File: config.mk
export PLATFORM = sky130hd
export DESIGN_NAME = game_ui_scheduler
export DESIGN_NICKNAME = d
export VERILOG_FILES = /design/src/rtl/game_ui_scheduler.sv
export SDC_FILE = /design/constraint.sdc
export NUM_CORES = 1
export LEC_CHECK = 0
export ABC_CLOCK_PERIOD_IN_PS = 2500
export CAP_MARGIN = 20
export CORE_MARGIN = 5
export CORE_UTILIZATION = 50
export CTS_CLUSTER_SIZE = 28
export DETAILED_ROUTE_END_ITERATION = 16
export GPL_ROUTABILITY_DRIVEN = 0
export PLACE_DENSITY = 0.8
export SLEW_MARGIN = 20
export SYNTH_ARGS = -nofsm -noshare
export SYNTH_HDL_FRONTEND = slang
export SYNTH_SLANG_ARGS = --single-unit
File: constraint.sdc
create_clock -name clk -period 2.5 [get_ports clk]
set_input_delay 0.375 -clock clk [delete_from_list [all_inputs] [get_ports clk]]
set_output_delay 0.375 -clock clk [all_outputs]
set_load 0.005 [all_outputs]
File: src/rtl/game_ui_scheduler.sv
// game_ui_scheduler
//   Walks the UI ROM reader through its entry list. Each entry is fetched,
//   announced to the display logic with a one-cycle ui_apply, then held until
//   game time reaches the entry's release time. At the end marker the
//   scheduler stops in DONE or wraps back to address 0.
//
// Ports
//   clk, reset       system clock, asynchronous active-high reset
//   start            pulse: run from address 0 (honoured only in IDLE/DONE)
//   restart          pulse: abort whatever is happening and re-run from 0
//   pause            level: holds an armed entry
//   loop_enable      end-marker behaviour: 1 = wrap to 0, 0 = stop in DONE
//   current_time     game time from the runtime timebase
//   update_ui_time   reader: next_ui_time / is_end valid for addr
//   next_ui_time     reader: release time of the entry at addr
//   is_end           reader: entry at addr is the end marker
//   addr             reader address
//   sync_ui_time     acknowledge/clear to reader
//   ui_apply         pulse: reader UI outputs valid for addr
//   busy, done       status (busy outside IDLE/DONE, done in DONE)
//   timeout_err      sticky reader-timeout flag
//   entry_count      entries applied since last start/restart (saturating)
//   dbg_state        current FSM state (0 IDLE, 1 WAIT_READ, 2 ARMED,
//                    3 ACK, 4 DONE)
//
// Reader handshake: sync_ui_time=1 clears the reader and makes it drop
// update_ui_time; sync_ui_time=0 lets it fetch addr and raise update_ui_time,
// which it holds until sync_ui_time rises again. A new fetch only starts
// once update_ui_time has been seen low with addr already stable.
module game_ui_scheduler #(
  parameter int ADDR_WIDTH     = 10,
  parameter int MAXIMUM_TIMES  = 30,
  parameter int TIMEOUT_CYCLES = 1024
) (
  input  logic                     clk,
  input  logic                     reset,
  input  logic                     start,
  input  logic                     restart,
  input  logic                     pause,
  input  logic                     loop_enable,
  input  logic [MAXIMUM_TIMES-1:0] current_time,
  input  logic                     update_ui_time,
  input  logic [MAXIMUM_TIMES-1:0] next_ui_time,
  input  logic                     is_end,
  output logic [ADDR_WIDTH-1:0]    addr,
  output logic                     sync_ui_time,
  output logic                     ui_apply,
  output logic                     busy,
  output logic                     done,
  output logic                     timeout_err,
  output logic [15:0]              entry_count,
  output logic [2:0]               dbg_state
);

  localparam int WD_W = (TIMEOUT_CYCLES > 2) ? $clog2(TIMEOUT_CYCLES) : 1;
  localparam logic [WD_W-1:0] WD_LAST = WD_W'(TIMEOUT_CYCLES - 1);

  typedef enum logic [2:0] {
    S_IDLE      = 3'd0,
    S_WAIT_READ = 3'd1,
    S_ARMED     = 3'd2,
    S_ACK       = 3'd3,
    S_DONE      = 3'd4
  } state_t;

  state_t                   r_state, w_state_n;
  logic [ADDR_WIDTH-1:0]    r_addr, w_addr_n;
  logic                     r_sync, w_sync_n;
  logic                     r_apply, w_apply_n;
  logic                     r_busy, w_busy_n;
  logic                     r_done, w_done_n;
  logic                     r_terr, w_terr_n;
  logic [15:0]              r_count, w_count_n;
  logic [MAXIMUM_TIMES-1:0] r_target, w_target_n;
  logic [WD_W-1:0]          r_wd, w_wd_n;
  // High on the first ACK cycle so ACK always lasts at least two cycles.
  logic                     r_ack_first, w_ack_first_n;

  always_ff @(posedge clk or posedge reset) begin
    if (reset) begin
      r_state     <= S_IDLE;
      r_addr      <= '0;
      r_sync      <= 1'b1;
      r_apply     <= 1'b0;
      r_busy      <= 1'b0;
      r_done      <= 1'b0;
      r_terr      <= 1'b0;
      r_count     <= '0;
      r_target    <= '0;
      r_wd        <= '0;
      r_ack_first <= 1'b0;
    end else begin
      r_state     <= w_state_n;
      r_addr      <= w_addr_n;
      r_sync      <= w_sync_n;
      r_apply     <= w_apply_n;
      r_busy      <= w_busy_n;
      r_done      <= w_done_n;
      r_terr      <= w_terr_n;
      r_count     <= w_count_n;
      r_target    <= w_target_n;
      r_wd        <= w_wd_n;
      r_ack_first <= w_ack_first_n;
    end
  end

  always_comb begin
    w_state_n     = r_state;
    w_addr_n      = r_addr;
    w_sync_n      = r_sync;
    w_apply_n     = 1'b0;
    w_count_n     = r_count;
    w_terr_n      = r_terr;
    w_target_n    = r_target;
    w_wd_n        = r_wd;
    w_ack_first_n = 1'b0;

    if (restart) begin
      // Restart beats start and every state; pending target is dropped.
      w_state_n     = S_ACK;
      w_addr_n      = '0;
      w_count_n     = '0;
      w_terr_n      = 1'b0;
      w_wd_n        = '0;
      w_target_n    = '0;
      w_sync_n      = 1'b1;
      w_ack_first_n = 1'b1;
    end else begin
      unique case (r_state)
        S_IDLE, S_DONE: begin
          w_sync_n = 1'b1;
          if (start) begin
            w_state_n = S_WAIT_READ;
            w_addr_n  = '0;
            w_sync_n  = 1'b0;
            w_count_n = '0;
            w_terr_n  = 1'b0;
            w_wd_n    = '0;
          end
        end
        S_WAIT_READ: begin
          w_sync_n = 1'b0;
          if (update_ui_time) begin
            w_target_n = next_ui_time;
            w_wd_n     = '0;
            if (!is_end) begin
              w_apply_n = 1'b1;
              w_state_n = S_ARMED;
              if (r_count != 16'hFFFF) w_count_n = r_count + 16'd1;
            end else if (loop_enable) begin
              w_addr_n      = '0;
              w_state_n     = S_ACK;
              w_sync_n      = 1'b1;
              w_ack_first_n = 1'b1;
            end else begin
              w_state_n = S_DONE;
              w_sync_n  = 1'b1;
            end
          end else if (r_wd == WD_LAST) begin
            w_terr_n  = 1'b1;
            w_state_n = S_IDLE;
            w_sync_n  = 1'b1;
            w_wd_n    = '0;
          end else begin
            w_wd_n = r_wd + 1'b1;
          end
        end
        S_ARMED: begin
          w_sync_n = 1'b0;
          if (!pause && (current_time >= r_target)) begin
            // Address wraps naturally at the top of the ROM.
            w_addr_n      = r_addr + 1'b1;
            w_state_n     = S_ACK;
            w_sync_n      = 1'b1;
            w_ack_first_n = 1'b1;
          end
        end
        S_ACK: begin
          w_sync_n = 1'b1;
          if (!r_ack_first && !update_ui_time) begin
            w_state_n = S_WAIT_READ;
            w_sync_n  = 1'b0;
            w_wd_n    = '0;
          end
        end
        default: begin
          w_state_n = S_IDLE;
          w_sync_n  = 1'b1;
        end
      endcase
    end

    w_busy_n = (w_state_n != S_IDLE) && (w_state_n != S_DONE);
    w_done_n = (w_state_n == S_DONE);
  end

  assign addr         = r_addr;
  assign sync_ui_time = r_sync;
  assign ui_apply     = r_apply;
  assign busy         = r_busy;
  assign done         = r_done;
  assign timeout_err  = r_terr;
  assign entry_count  = r_count;
  assign dbg_state    = r_state;

endmodule

## After elaboration in Yosys (flattened, before gate mapping)

Index checks and enable logic that the tools add are counted.

| operators by class | value |
|---|---|
| reduce and logical (&&, ||, !) cells | 19 |
| multiplexer cells | 52 |
| add/subtract/negate cells | 3 |
| equality and inequality tests | 18 |
| magnitude comparators | 1 |

Operators by type and width:

| cell | number |
|---|---|
| $mux W10 | 10 |
| $mux W30 | 3 |
| $mux W16 | 5 |
| $pmux W10 S3 | 2 |
| $ne A3 B3 Y1 const B | 11 |
| $pmux W16 S2 | 1 |
| $ge A30 B30 Y1 | 1 |
| $mux W3 | 8 |
| $add A10 B1 Y10 const B | 2 |
| $mux W1 | 19 |
| $add A16 B1 Y16 const B | 1 |
| $ne A16 B16 Y1 const B | 1 |
| $pmux W3 S4 | 1 |
| $eq A10 B10 Y1 const B | 1 |
| $reduce_bool A4 Y1 | 2 |
| $eq A3 B2 Y1 const B | 2 |
| $eq A3 B3 Y1 const B | 2 |
| $reduce_and A6 Y1 | 1 |
| $reduce_bool A3 Y1 | 2 |
| $reduce_and A5 Y1 | 1 |
| $pmux W1 S2 | 2 |
| $pmux W1 S4 | 1 |
| $reduce_and A4 Y1 | 1 |
| $reduce_bool A2 Y1 | 2 |
| 7 further kinds | 11 |

| word-level totals | value |
|---|---|
| flip-flop bits (word level) | 75 |
| input port bits | 68 |
| word-level logic and storage cells | 104 |
| output and inout bits | 34 |

## Longest topological paths before layout

Gate-level depths: netlist (run 1).

| logic depth | value |
|---|---|
| depth after elaboration | 7 |
| depth in mapped cells | 10 |
| depth with buffers taken out | 9 |

## Least setup slack after synthesis (run 1)

Ideal clock, no wire load.

| timing | value |
|---|---|
| path kind | input-to-reg |
| start | in current_time[29] |
| end | reg r_addr[8], in the netlist addr[8] |
| cell stages on the path | 8 |
| setup time | 0.077 ns |
| path buffers | 0 |
| slack | 0.198 ns |
| arrival | 2.225 ns |
| data required time | 2.423 ns |
| cell sequence | ha_1 nand4_1 nor4_1 a21bo_1 a31oi_2 nor3_2 or4_1 a21oi_1 |

| on the way | value |
|---|---|
| cells in the longest elaborated chain, start to end | 4 |

Ends and longest elaborated chain:

| item | line | text |
|---|---|---|
| from (decl) | 41 | `input logic [MAXIMUM_TIMES-1:0] current_time,` |
| $ge A30 B30 Y1 | 170 | `if (!pause && (current_time >= r_target)) begin` |
| $logic_and A1 B1 Y1 | 170 |  |
| $ne A3 B3 Y1 (no line) | n/a |  |
| $reduce_and A6 Y1 (no line) | n/a |  |
| to (signal assigned) | 94 | `r_addr <= w_addr_n;` |
| to (decl) | 67 | `logic [ADDR_WIDTH-1:0] r_addr, w_addr_n;` |

Every way passes these cells.
A chain may end at the register's enable or synchronous reset.

## Final worst setup path (run 1)

| timing | value |
|---|---|
| start | in current_time[26] |
| end | reg r_addr[8], in the netlist addr[8] |

The elaborated chain is that of the path after synthesis.

==> run metrics, run 1 <==
ys async rst share=1.000; Simple-Gate Fraction of Synth Area=0.2157; layout cells sized above 1=0.1028; Routed Antenna Nets=0; first-pass GRT wire length=around 18 mm; Core Area=around 8300 µm²; Reg clk slew, reported paths=about 80 ps; synthesized flop and latch total=75; Mapped Nets=between 600 and 700; 1st-iter DRT viols=approximately 180; Synth top area share=0.4302; startpoint types=input port; Synthesis Warnings=0; Num CTS Buffers=9; Crit Path Class=input port to flip-flop; vias in the first global route=approximately 4k; Hold WS=417.0 ps; pin count of the biggest net entering global routing=76; DRT Wirelength=about 12 mm; post-synthesis cell type count=52; global routing's busiest layer=met2; Starting Density=0.5186; Synth Area in Compound Gates=0.1674; final worst slack=-54.13 ps; number of flops mapped to enable cells by yosys=0; gr usage total=0.2205; Hold Violations, Final=0; GRT met2 Usage=0.3793; largest family of logic cells by synthesized area=simple AND/OR/NAND/NOR gates; CP max FO=3; CTS root buffer=clkbuf_8; CTS tree=done; CTS sink count=between 70 and 80; Leak Pwr=roughly 0.0025 µW; cts hold-fix bufs=0; Design Area, Final=between 5000 and 6000 µm²; Max Slew Vio Count=0; Crit path arrival time=2820 ps; Syn Inst Count=slightly above 500; CTS Buffer Depth=2; Ant. Diodes=0; Chip Width=102.8 µm; worst min path class=input port to asynchronous set/reset pin; Crit. End Element=flip-flop; Max Fclk=0.3915 GHz; clk_lat worst skew=approximately 350 ps; met1 Track Usage GR=0.2816; mapped cell area=roughly 4300 µm²; first drt pass iteration count=4; post-synthesis mux area share=0.002326; routed via count=just over 4k; final setup vio count=4; outcome=finished with violations; pwr dens=between 400 and 500 nW/µm²; Max Cap Viol=0; HPWL after DPL=8.317 mm; failing checks=negative setup slack; worst vdd ir=roughly 0.31 mV; Area growth syn-to-layout=38.02%; WL/cell=~16 µm; port buffer count=between 100 and 150; gr ovfl total=0; Post-Synth Adder-Cell Area=0.09593; post-synth top area cell=dfrtp_1; DR DRC count=0; utilization after layout=0.7158; Final nets=~730; Worst Path Required=around 2800 ps; initial antenna violation count=0; Worst Skew=about 11 ps; H-tree Lvls=3; GR Layer Usage met3=0.04533; Die Y=between 100 and 150 µm; synth top area cells=dfrtp_1 (43%), ha_1 (9.6%), nand2_1 (8.2%), a21oi_1 (6.5%), inv_1 (3.5%); mean post-synth cell area=~8.5 µm²; Post-Synth XOR/XNOR Area=0.02849; die area=roughly 11000 µm²; Tightest Pin Transition=between 400 and 500 ps; period utilisation layout=1.022; slew margin rel.=0.6969; pre-CTS setup slack=-485.7 ps; Vias per Instance=approximately 5.5; minimum clock period=approximately 2600 ps; Rows=33; prevailing post-synth register cell=dfrtp_1; io pins=102; register area share after synthesis=0.4363; DP Area=~5600 µm²
state kept, by name, indices dropped and copies added (netlist names):
register,cells
sync_ui_time,1
timeout_err,1
entry_count,16
busy,1
done,1
r_target,30
addr,10
ui_apply,1
r_wd,10
dbg_state,3
r_ack_first,1
per-layer routing:
layer	up-vias	wire [µm]
li1	1975	-
met3	19	757
met1	1956	4929
met2	129	5780
met5	-	0
met4	0	191
layout by cell type (no fill, tap or decap), types with 3 or more instances in the layout:
cell	instances
dlymetal6s2s_1	4
a21oi_1	53
nand4_1	10
xnor2_1	7
ha_1	29
and2_1	4
or3_1	5
o211ai_1	3
o21ai_0	17
dfrtp_1	74
nand2b_1	10
o21ai_1	15
and3_1	5
inv_1	38
nand2_1	94
nor2_1	37
buf_4	26
inv_2	3
a21oi_2	3
nand3_1	15
ha_4	4
nor3_1	6
a21o_1	3
or2_1	3
clkbuf_8	10
xor2_1	7
o31ai_1	5
clkdlybuf4s50_1	97
path summary, 6_finish.rpt:
kind,from,end,slack (ps),depth (start not counted)
min in group clk,r_wd[7],r_wd[7],500,1
max in group asynchronous,reset,sync_ui_time,1690,3
worst min-delay path,reset,done,420,3
worst max register to register,r_target[27],addr[8],0,10
worst min register to register,r_wd[7],r_wd[7],500,1
worst max-delay path,current_time[26],addr[8],-50,10
metrics by stage:
stage	TNS [ps]	std cells	power, µW
2_1_floorplan	0	505	1445
3_3_place_gp	-2995	717	1637
3_5_place_dp	-3634	717	1650
4_1_cts	0	733	2689
5_1_grt	-185.7	737	2803
6_report	-109.8	737	2682
where the power goes:
part / internal [µW] / leakage, µW / switching (µW) / total (µW)
Combinational: 203 / 0.00132 / 193 / 396
Clock: 591 / 0.000111 / 448 / 1040
Sequential: 1230 / 0.00102 / 15.2 / 1250
layout make-up:
cell class                      count  area (µm²)
Timing Repair Buffer              129        1247
Clock buffer                       12       145.1
Sequential cell                    75        1878
Inverter                           41       153.9
Clock inverter                      4       73.82
Fill cell                         624        2359
Tap cell                          105       131.4
Multi-Input combinational cell    371        2311
critical path, stage by stage:
cell and delay, ps:
clkdlybuf4s50_1 410, ha_1 300, nand4_1 160, nor4_2 240, buf_4 190, a21bo_4 230
a31oi_4 180, nor3_4 70, or4_4 510, a21oi_2 140
cell usage after synthesis, drive strengths merged (2+ instances only):
library cell and n:
a211oi 3, a21o 3, a21oi 56, a31oi 3
and2 4, and3 5, and4 2, buf 4
clkbuf 14, dfrtp 74, ha 33, inv 41
nand2 94, nand2b 10, nand3 15, nand4 10
nor2 37, nor3 8, nor4 3, o211ai 3
o21ai 32, o21bai 2, o31ai 6, or2 3
or3 5, or4 3, xnor2 7, xor2 7
repair_timing:
action	CTS	global route
buffers inserted	0	4
gates cloned	0	0
pin swaps	1	10
gates resized for setup	1	23
setup endpoints to repair	6	8
kinds of logic (layout without fill, tap and decap cells):
| kind of cell | count (synthesis) | after routing |
|---|---|---|
| and+or+nand+nor | 202 | 202 |
| buffers and inverters | 59 | 186 |
| DFF | 75 | 75 |
| xor gates and xnor gates | 14 | 14 |
| AOI/OAI and AO/OA | 121 | 121 |
| adders and majority gates | 33 | 33 |
| muxes | 1 | 1 |
Power figures use the tool's default switching activity.
==> run 2, diff against run 1 <==
CTS_CLUSTER_DIAMETER = 50   (was default)
SKIP_LAST_GASP = 1   (was default)
==> run metrics, run 2 (synthesis results as in run 1) <==
Leak Pwr=0.002453 µW (was 0.002450 µW); first drt pass iteration count=4 (unchanged); Crit. End Element=flip-flop (unchanged); Largest Register=r_target (unchanged); CTS root buffer=clkbuf_8 (unchanged); clk_lat worst skew=350 ps (about the same); Rows=33 (unchanged); cts hold-fix bufs=0 (unchanged); Max Fclk=0.3893 GHz (was 0.3915 GHz); Post-Layout Cell Count=737 (unchanged); Routed Antenna Nets=0 (unchanged); outcome=finished with violations (unchanged); Vias per Instance=5.521 (was 5.535); commonest non-fill, non-tap cell in the layout=clkdlybuf4s50_1 (unchanged); max reg flops=30 (unchanged); final setup vio count=4 (unchanged); routed via count=4069 (was 4079); port buffer count=101 (unchanged); minimum clock period=2569 ps (was 2554 ps); DR DRC count=0 (unchanged); Max Slew Vio Count=0 (unchanged); RSZ-0062 raised after global routing=true; Chip Width=102.8 µm (unchanged); utilization after layout=0.7157 (was 0.7158); pwr dens=451.4 nW/µm² (was 451.5 nW/µm²); layout cells sized above 1=0.1013 (was 0.1028); first-pass GRT wire length=18.42 mm (unchanged); Num CTS Buffers=9 (unchanged); worst min path class=input port to asynchronous set/reset pin (unchanged); Crit path arrival time=2840 ps (was 2820 ps); period utilisation layout=1.028 (was 1.022); Hold Violations, Final=0 (unchanged); Area growth syn-to-layout=37.99% (was 38.02%); gr usage total=0.2205 (unchanged); slew margin rel.=0.6973 (was 0.6969); worst vdd ir=0.3132 mV (was 0.3135 mV); failing checks=negative setup slack (unchanged); pin count of the biggest net entering global routing=76 (unchanged); gr ovfl total=0 (unchanged); CTS sink count=75 (unchanged); final worst slack=-68.78 ps (was -54.13 ps); Core Area=8299 µm² (unchanged); HPWL after DPL=8.317 mm (unchanged); Reg clk slew, reported paths=80 ps (about the same); initial antenna violation count=0 (unchanged); vias in the first global route=4031 (unchanged); CTS Buffer Depth=2 (unchanged); startpoint types=input port (unchanged); Crit Path Class=input port to flip-flop (unchanged); Die Y=102.8 µm (unchanged); Starting Density=0.5186 (unchanged); Worst Skew=10.50 ps (was 10.85 ps); WL/cell=15.84 µm (was 15.82 µm); Max Cap Viol=0 (unchanged); CTS tree=done (unchanged); Placed Cells incl. Taps=717 (unchanged); Ant. Diodes=0 (unchanged); io pins=102 (unchanged); 1st-iter DRT viols=174 (was 176); CP max FO=3 (unchanged); Tightest Pin Transition=452.0 ps (was 452.5 ps); Final nets=728 (unchanged); Worst Path Required=2770 ps (about the same); H-tree Lvls=3 (unchanged); die area=10560 µm² (unchanged); DRT Wirelength=11.67 mm (was 11.66 mm); most frequent cells in the layout=clkdlybuf4s50_1 (97), nand2_1 (94), dfrtp_1 (74) (unchanged)
run 2: metrics by stage:
| stage | setup slack, ps | total power (µW) | hold WS, ps | setup TNS (ps) | cell area [µm²] |
|---|---|---|---|---|---|
| after floorplan | 198.0 | 1445 | 445.8 | 0 | 4304 |
| after global placement | -421.5 | 1637 | 476.3 | -2995 | 5562 |
| after global routing | -92.94 | 2803 | 476.0 | -252.8 | 5939 |
| after CTS | 7.106 | 2689 | 444.7 | 0 | 5787 |
| final | -68.78 | 2681 | 418.1 | -175.7 | 5939 |
| after detailed placement | -485.7 | 1650 | 489.1 | -3634 | 5562 |
run 2: worst max-delay path, stage by stage:
cell and delay [ps]:
clkdlybuf4s50_1 410, ha_1 300, nand4_1 160, nor4_2 250, buf_4 190, a21bo_4 230, a31oi_4 190, nor3_4 80
or4_4 510, a21oi_2 140
run 2: worst paths after layout:
kind                                       start           end  slack (ps)  cells past startpoint
min in group clk                         r_wd[5]       r_wd[5]         510                      1
worst max-delay path            current_time[26]       addr[8]         -70                     10
worst max register to register      r_target[27]       addr[8]         -10                     10
max in group asynchronous                  reset  sync_ui_time        1690                      3
worst min register to register           r_wd[5]       r_wd[5]         510                      1
worst min-delay path                       reset          done         420                      3
run 2: power by group:
part           switching [µW]  internal [µW]  total, µW  leakage (µW)
Sequential               15.2           1230       1250       0.00102
Clock                     447            591       1040      0.000111
Combinational             193            203        396       0.00132
run 2: layout make-up:
class                   count  area, µm²
flip-flops and latches     75       1878
multi-input cells         371       2310
well taps                 105      131.4
repair buffers            129       1247
clock inverters             4      73.82
inverters                  41      153.9
fillers                   625       2360
clock buffers              12      145.1
run 2: repair_timing:
| action | in CTS | in global routing |
|---|---|---|
| buffers inserted | 0 | 4 |
| resized for setup | 1 | 22 |
| pin swaps | 1 | 9 |
| setup endpoints to repair | 6 | 8 |
| hold endpoints to repair | 0 | 0 |
run 2: layer usage:
metal,part of all wire,wire [µm],global-route usage,up-vias
li1,-,-,-,1975
met1,0.42,4871,0.2816,1951
met2,0.50,5789,0.3793,122
met3,0.069,803,0.04533,21
met4,0.018,209,0.06574,0
met5,0,0,0,-
